===== src/rtl/greater_than_max_tracker.sv =====
// -----------------------------------------------------------------------------
// greater_than_max_tracker
//
// Windowed running-maximum stage. It accepts WINDOW unsigned samples over a
// valid/ready handshake. An external greater_than_4_bit comparator decides
// whether each new sample beats the stored running maximum. After the last
// sample of a window it presents the window maximum and its 0-based position
// over a valid/ready output. A new window starts after that handshake.
//
// Ports
//   clk        rising-edge system clock
//   rst_n      asynchronous active-low reset
//   in_data    unsigned input sample
//   in_valid   in_data is valid this cycle
//   in_ready   block accepts a sample this cycle
//   cmp_a      comparator operand a, equal to in_data
//   cmp_b      comparator operand b, equal to the stored running maximum
//   cmp_gt     comparator result (cmp_a > cmp_b), same cycle
//   max_data   maximum of the last completed window
//   max_index  0-based position of that maximum (earliest wins on ties)
//   max_valid  max_data / max_index are being offered downstream
//   max_ready  downstream accepts the result
//   busy       at least one sample of the current window has been accepted
// -----------------------------------------------------------------------------
module greater_than_max_tracker #(
    parameter  int NUM_OF_BITS = 4,
    parameter  int WINDOW      = 8,
    localparam int IDX_W       = (WINDOW > 1) ? $clog2(WINDOW) : 1
) (
    input  logic                   clk,
    input  logic                   rst_n,
    input  logic [NUM_OF_BITS-1:0] in_data,
    input  logic                   in_valid,
    output logic                   in_ready,
    output logic [NUM_OF_BITS-1:0] cmp_a,
    output logic [NUM_OF_BITS-1:0] cmp_b,
    input  logic                   cmp_gt,
    output logic [NUM_OF_BITS-1:0] max_data,
    output logic [IDX_W-1:0]       max_index,
    output logic                   max_valid,
    input  logic                   max_ready,
    output logic                   busy
);

    localparam int CNT_W = IDX_W + 1;
    localparam logic [CNT_W-1:0] CNT_ONE  = CNT_W'(1);
    localparam logic [CNT_W-1:0] LAST_CNT = CNT_W'(WINDOW - 1);

    typedef enum logic [1:0] {
        ST_FIRST = 2'd0,
        ST_ACCUM = 2'd1,
        ST_HOLD  = 2'd2
    } state_t;

    state_t                   state_q,     state_d;
    logic [NUM_OF_BITS-1:0]   run_max_q,   run_max_d;
    logic [IDX_W-1:0]         run_idx_q,   run_idx_d;
    logic [CNT_W-1:0]         count_q,     count_d;
    logic [NUM_OF_BITS-1:0]   max_data_q,  max_data_d;
    logic [IDX_W-1:0]         max_index_q, max_index_d;
    logic                     max_valid_q, max_valid_d;
    logic                     busy_q,      busy_d;
    logic                     in_ready_q,  in_ready_d;

    logic                     accept_s;
    logic [NUM_OF_BITS-1:0]   new_max_s;
    logic [IDX_W-1:0]         new_idx_s;

    // Comparator operands are pure wiring; the comparison itself lives outside.
    assign cmp_a = in_data;
    assign cmp_b = run_max_q;

    assign in_ready  = in_ready_q;
    assign max_data  = max_data_q;
    assign max_index = max_index_q;
    assign max_valid = max_valid_q;
    assign busy      = busy_q;

    assign accept_s = in_valid & in_ready_q;

    // Running maximum after the current sample: the first sample always loads,
    // later samples load only on a strict win, so ties keep the earliest index.
    always_comb begin
        new_max_s = run_max_q;
        new_idx_s = run_idx_q;
        if (state_q == ST_FIRST) begin
            new_max_s = in_data;
            new_idx_s = {IDX_W{1'b0}};
        end else if (cmp_gt) begin
            new_max_s = in_data;
            new_idx_s = count_q[IDX_W-1:0];
        end else begin
            new_max_s = run_max_q;
            new_idx_s = run_idx_q;
        end
    end

    // Next-state and next-output computation for the window FSM.
    always_comb begin
        state_d     = state_q;
        run_max_d   = run_max_q;
        run_idx_d   = run_idx_q;
        count_d     = count_q;
        max_data_d  = max_data_q;
        max_index_d = max_index_q;
        max_valid_d = max_valid_q;
        busy_d      = busy_q;
        in_ready_d  = in_ready_q;

        case (state_q)
            ST_FIRST: begin
                if (accept_s) begin
                    run_max_d = new_max_s;
                    run_idx_d = new_idx_s;
                    count_d   = CNT_ONE;
                    busy_d    = 1'b1;
                    if (WINDOW == 1) begin
                        state_d     = ST_HOLD;
                        max_data_d  = new_max_s;
                        max_index_d = new_idx_s;
                        max_valid_d = 1'b1;
                        in_ready_d  = 1'b0;
                    end else begin
                        state_d = ST_ACCUM;
                    end
                end else begin
                    state_d = ST_FIRST;
                end
            end

            ST_ACCUM: begin
                if (accept_s) begin
                    run_max_d = new_max_s;
                    run_idx_d = new_idx_s;
                    count_d   = count_q + CNT_ONE;
                    if (count_q == LAST_CNT) begin
                        // Last sample of the window: publish the result now.
                        state_d     = ST_HOLD;
                        max_data_d  = new_max_s;
                        max_index_d = new_idx_s;
                        max_valid_d = 1'b1;
                        in_ready_d  = 1'b0;
                    end else begin
                        state_d = ST_ACCUM;
                    end
                end else begin
                    state_d = ST_ACCUM;
                end
            end

            ST_HOLD: begin
                if (max_ready) begin
                    state_d     = ST_FIRST;
                    count_d     = {CNT_W{1'b0}};
                    busy_d      = 1'b0;
                    max_valid_d = 1'b0;
                    in_ready_d  = 1'b1;
                end else begin
                    state_d = ST_HOLD;
                end
            end

            default: begin
                state_d     = ST_FIRST;
                count_d     = {CNT_W{1'b0}};
                busy_d      = 1'b0;
                max_valid_d = 1'b0;
                in_ready_d  = 1'b1;
            end
        endcase
    end

    // State and output registers; reset discards any partial window at once.
    always_ff @(posedge clk or negedge rst_n) begin
        if (!rst_n) begin
            state_q     <= ST_FIRST;
            run_max_q   <= {NUM_OF_BITS{1'b0}};
            run_idx_q   <= {IDX_W{1'b0}};
            count_q     <= {CNT_W{1'b0}};
            max_data_q  <= {NUM_OF_BITS{1'b0}};
            max_index_q <= {IDX_W{1'b0}};
            max_valid_q <= 1'b0;
            busy_q      <= 1'b0;
            in_ready_q  <= 1'b1;
        end else begin
            state_q     <= state_d;
            run_max_q   <= run_max_d;
            run_idx_q   <= run_idx_d;
            count_q     <= count_d;
            max_data_q  <= max_data_d;
            max_index_q <= max_index_d;
            max_valid_q <= max_valid_d;
            busy_q      <= busy_d;
            in_ready_q  <= in_ready_d;
        end
    end

endmodule

===== config.mk =====
export PLATFORM = sky130hd
export DESIGN_NAME = greater_than_max_tracker
export DESIGN_NICKNAME = d
export VERILOG_FILES = /design/src/rtl/greater_than_max_tracker.sv
export SDC_FILE = /design/constraint.sdc
export NUM_CORES = 1
export LEC_CHECK = 0
export CORE_ASPECT_RATIO = 2
export CORE_MARGIN = 3
export CORE_UTILIZATION = 40
export DETAILED_ROUTE_END_ITERATION = 6
export PLACE_DENSITY = 0.73
export SYNTH_ARGS = -nofsm -noshare
export SYNTH_HDL_FRONTEND = slang
export SYNTH_SLANG_ARGS = --single-unit

===== constraint.sdc =====
create_clock -name clk -period 1.5 [get_ports clk]
set_clock_uncertainty 0.1 [all_clocks]
set_input_delay 0.225 -clock clk [delete_from_list [all_inputs] [get_ports clk]]
set_output_delay 0.225 -clock clk [all_outputs]
set_load 0.05 [all_outputs]

## Yosys cells after proc, flatten, opt, wreduce, memory -nomap -nowiden

Index checks and enable logic that the tools add are counted.

| word-level totals | value |
|---|---|
| RAM bits | 0 |
| bits in latches | 0 |
| memories | 0 |
| word-level logic and storage cells | 50 |
| bits in registers | 23 |
| memory bits (read-only) | 0 |
| input bits | 9 |
| output and inout port bits | 18 |

| cells by class | value |
|---|---|
| div/mod/pow operators | 0 |
| magnitude comparators | 0 |
| multipliers | 0 |
| equality and inequality tests | 7 |
| mux-type cells | 23 |
| reduce and logical (&&, ||, !) cells | 7 |
| add/sub/neg operators | 1 |
| shifts and indexed selects | 0 |
| bitwise operators | 3 |

Operators with widths:

| kind | count |
|---|---|
| $mux W4 | 5 |
| $pmux W4 S3 | 1 |
| $pmux W1 S3 | 3 |
| $reduce_and A3 Y1 | 3 |
| $mux W1 | 8 |
| $ne A2 B2 Y1 const B | 4 |
| $mux W2 | 3 |
| $mux W3 | 2 |
| $pmux W2 S3 | 1 |
| $add A4 B1 Y4 const B | 1 |
| $eq A4 B3 Y1 const B | 1 |
| $reduce_and A4 Y1 | 1 |
| $eq A2 B1 Y1 const B | 1 |
| $eq A2 B2 Y1 const B | 1 |
| $logic_not A2 Y1 | 1 |
| $not A1 Y1 | 2 |
| $reduce_and A2 Y1 | 1 |
| $reduce_or A2 Y1 | 1 |
| $and A1 B1 Y1 | 1 |

## Depth between registers and ports, before layout

| depth | value |
|---|---|
| depth in word-level cells | 4 |
| mapped depth | 6 |
| gate-level depth less buffers | 5 |

## Least setup slack after synthesis

OpenSTA, ideal clock, no wires.

| path | value |
|---|---|
| path type | flip-flop to flip-flop |
| start point | reg in_ready_q (netlist: in_ready) |
| end point | reg run_max_q[0] (netlist: cmp_b[0]) |
| setup time | 0.125 ns |
| path buffers | 1 |
| setup slack | -0.328 ns |
| period minus slack after synthesis | 1.828 ns |
| stages on the path, launching flop included | 6 |
| required time | 1.275 ns |
| arrival time | 1.603 ns |
| cell sequence | dfstp_2 -> and2_1 -> nand2b_1 -> buf_2 -> a21oi_4 -> mux2_2 |

| between the ends | value |
|---|---|
| cells in the longest elaborated chain, start to end | 2 |

Ends and longest elaborated chain:

| element | line | RTL |
|---|---|---|
| start, declared | 63 | `logic in_ready_q, in_ready_d;` |
| start signal, assigned | 194 | `in_ready_q <= in_ready_d;` |
| $and A1 B1 Y1 | 79 | `assign accept_s = in_valid & in_ready_q;` |
| $reduce_and A2 Y1 (no source line) | n/a |  |
| end signal, assigned | 177 | `run_max_q <= {NUM_OF_BITS{1'b0}};` |
| end signal, assigned | 187 | `run_max_q <= run_max_d;` |
| end, declared | 56 | `logic [NUM_OF_BITS-1:0] run_max_q, run_max_d;` |

Every way passes these cells.
A chain may end at the register's enable or synchronous reset.

## Final worst setup path

| path | value |
|---|---|
| start point | reg in_ready_q (netlist: in_ready) |
| end point | reg run_max_q[1] (netlist: cmp_b[1]) |

Same word-level chain as after synthesis.

==> metrics.yaml <==
clock_path_buffers: 2
initial_utilization_pct: 42.7
pin_count: 27
cts_buffers: 3
setup_slack_ns: -0.0769
wl_per_cell_um: 16.9
tightest_slew_ns: 0.318
final_cell_area_um2: 1860
die-area_um2: 3520
synth_edf_count: 0
netlist_area_um2: 1120
setup_violations: 15
synth_area_per_cell_um2: 10.3
dp_hpwl_um: 2230
reg2reg_slack_ns: -0.08
arrival_ns: 1.62
synth.distinct_cells: 33
powerDensity_nw_per_um2: 599
cp-start-kind: "flop"
critPathCapture: "cmp_b[1]$_DFFE_PN0P_"
root_buffer: "clkbuf_8"
gp_congestion: 0.857
grt_use_total_pct: 19.1
run_status: "finished with violations"
final_nets: 164
ant_nets: 0
drc: 0
cts_hold_buffers: 0
synthTopCellsByArea: "dfrtp_1 (49%), o21ai_0 (4.0%), mux2_2 (4.0%)"
synthesis.nets: 119
first_iter_violations: 36
end_kind: "flop"
synth_top_area_share_pct: 48.9
instances_no_fill: 181
ys_seq_elements: 23
crit_required_ns: 1.55
core-area_um2: 2640
first_global_vias: 1017
fin_crit_ns: 1.58
fp.dieH_um: 81.0
synth-async-reset-ratio_pct: 100
slew_viol_final: 0
dpl_cell_area_um2: 1720
overflow: 0
peakVddDrop_mv: 0.466
rsz0062_at_grt: "yes"
via_count: 990
hold_class: "in2async"
routed_wirelength_um: 3070
critical_path_class: "reg2reg"
grt_max_degree: 24
cts_tree: "yes"
fmax_ghz: 0.634
reg2reg_from: "in_ready$_DFFE_PN1P_"
cts.sinks: 23
yosys_warnings: 0
yosys.area.top_type: "dfrtp_1"
finalHoldViolations: 0
drive_gt1_share_pct: 43.8
grt_pass1_wl_um: 4970
crit_fanout: 4
place_inst: 173
place_ws_ns: -0.250
yosys_most_used_dff: "dfrtp_1"
violations: "negative setup slack"
fp.dieW_um: 43.5
reg2regPathDepth: 4
antenna_found_initial: 0
n_antenna_cell: 0
vias_per_cell: 5.47
leakage_nw: 0.849
first_pass_iters: 4
fin_crit_sh_pct: 105
r2r-end: "cmp_b[1]$_DFFE_PN0P_"
area_growth_pct: 65.3
finalPower_mw: 1.11
synthCells: 109
yosysSeqAreaShare_pct: 51.3
cpPeakStageDelay_ns: 0.62
htree_levels: 1
cpMaxStageDelayCell: "dfstp_4"
drv_cap: 0
clk_pin_slew_ns: 0.09
port_buffers: 26
fillers: 177
clock_latency_ns: 0.26
relSlewSlack_pct: 78.6
worstPathCellList: "and2_4 -> nand2b_4 -> a21oi_4 -> mux2_4"
tns_ns: -0.780
row_count: 26
cp-startpoint: "in_ready$_DFFE_PN1P_"
## through the flow
step | util [%] | hold slack (ns)
floorplan | - | -0.171
global placement | 65.3 | 0.389
detailed placement | 65.3 | 0.398
CTS | 69.0 | 0.232
global route | 70.6 | 0.241
finish | 70.6 | 0.223
## cell type report
class                      instances  area [um^2]  share of cell area, %
timing repair buffer              48          621                   33.4
sequential                        23          581                   31.2
multi-input combinational         73          558                   30.0
clock buffer                       3         41.3                   2.22
tap                               28         35.0                   1.88
inverter                           5         18.8                   1.01
clock inverter                     1         5.00                  0.269
## worst max-delay path: cells and delay by family, from the launching register on
kind,cells,cell delay (ns)
multiplexers,1,0.32
AO/OA/AOI/OAI,1,0.20
AND/OR/NAND/NOR,2,0.21
flip-flops,1,0.62
## logic make-up (layout without fill, tap and decap cells)
logic type               after synthesis  after routing  share of synthesized area, %
AO/OA/AOI/OAI                         32             32                          18.5
adder cells (fa/ha/maj)                1              1                          1.11
buffers and inverters                 13             57                          6.67
flip-flops                            23             23                          51.3
multiplexers                           8              8                          7.56
AND/OR/NAND/NOR                       32             32                          14.9
## power breakdown
group | switching (mW) | internal [mW] | total [mW]
clock network | 0.198 | 0.185 | 0.383
logic | 0.0581 | 0.0530 | 0.111
registers | 0 | 0.619 | 0.619
total | 0.256 | 0.858 | 1.11
## worst min path at each step
| stage | startpoint | slack (ns) | to | cells past startpoint |
|---|---|---|---|---|
| 2_1_floorplan | rst_n | -0.17 | busy$_DFFE_PN0P_ | 0 |
| 3_3_place_gp | run_idx_q[2]$_DFFE_PN0P_ | 0.39 | run_idx_q[2]$_DFFE_PN0P_ | 1 |
| 3_5_place_dp | run_idx_q[2]$_DFFE_PN0P_ | 0.40 | run_idx_q[2]$_DFFE_PN0P_ | 1 |
| 4_1_cts | rst_n | 0.23 | max_data[3]$_DFFE_PN0P_ | 2 |
| 5_1_grt | rst_n | 0.24 | max_data[0]$_DFFE_PN0P_ | 2 |
| 6_report | rst_n | 0.22 | max_data[0]$_DFFE_PN0P_ | 2 |
## layer usage
metal / vias to the layer above / global-route usage, % / wire [um] / share of wire [%]
met4: 0 / 9.97 / 110 / 3.6
met3: 11 / 2.00 / 100 / 3.3
met1: 484 / 20.1 / 1060 / 35
met2: 29 / 35.8 / 1800 / 59
li1: 466 / - / - / -
met5: - / 0 / 0 / 0
## flip-flops by register name, summed over array words and instances (netlist names)
name	flops
busy	1
run_idx_q	3
max_index	3
count_q	4
in_ready	1
state_q	2
max_data	4
max_valid	1
cmp_b	4
## Yosys cell counts, types with 3 or more instances
| cell | number |
|---|---|
| inv_1 | 5 |
| dfrtp_1 | 22 |
| buf_2 | 3 |
| buf_4 | 4 |
| a21oi_1 | 7 |
| nand2_1 | 9 |
| mux2i_1 | 4 |
| mux2_2 | 4 |
| a31oi_1 | 3 |
| a22o_1 | 3 |
| o21ai_0 | 9 |
| nor2_1 | 9 |
## cell usage in the layout, fill, tap and decap left out, drive strengths merged, types with 3 or more instances in the layout
master and count:
buf 40, dfrtp 22, nand2 11, o21ai 10
a21oi 10, nor2 9, clkdlybuf4s50 8, inv 5
mux2 4, mux2i 4, a22o 3, a31oi 3
clkbuf 3, nor4 3
## repair_timing
action                                  CTS  global route
buffers inserted                          2             2
endpoints found under the setup margin   19            21
gates resized for setup                   7            13
cloned                                    1             0
pin swaps                                 4             4
No activity file was read; power rests on OpenSTA's default activity.
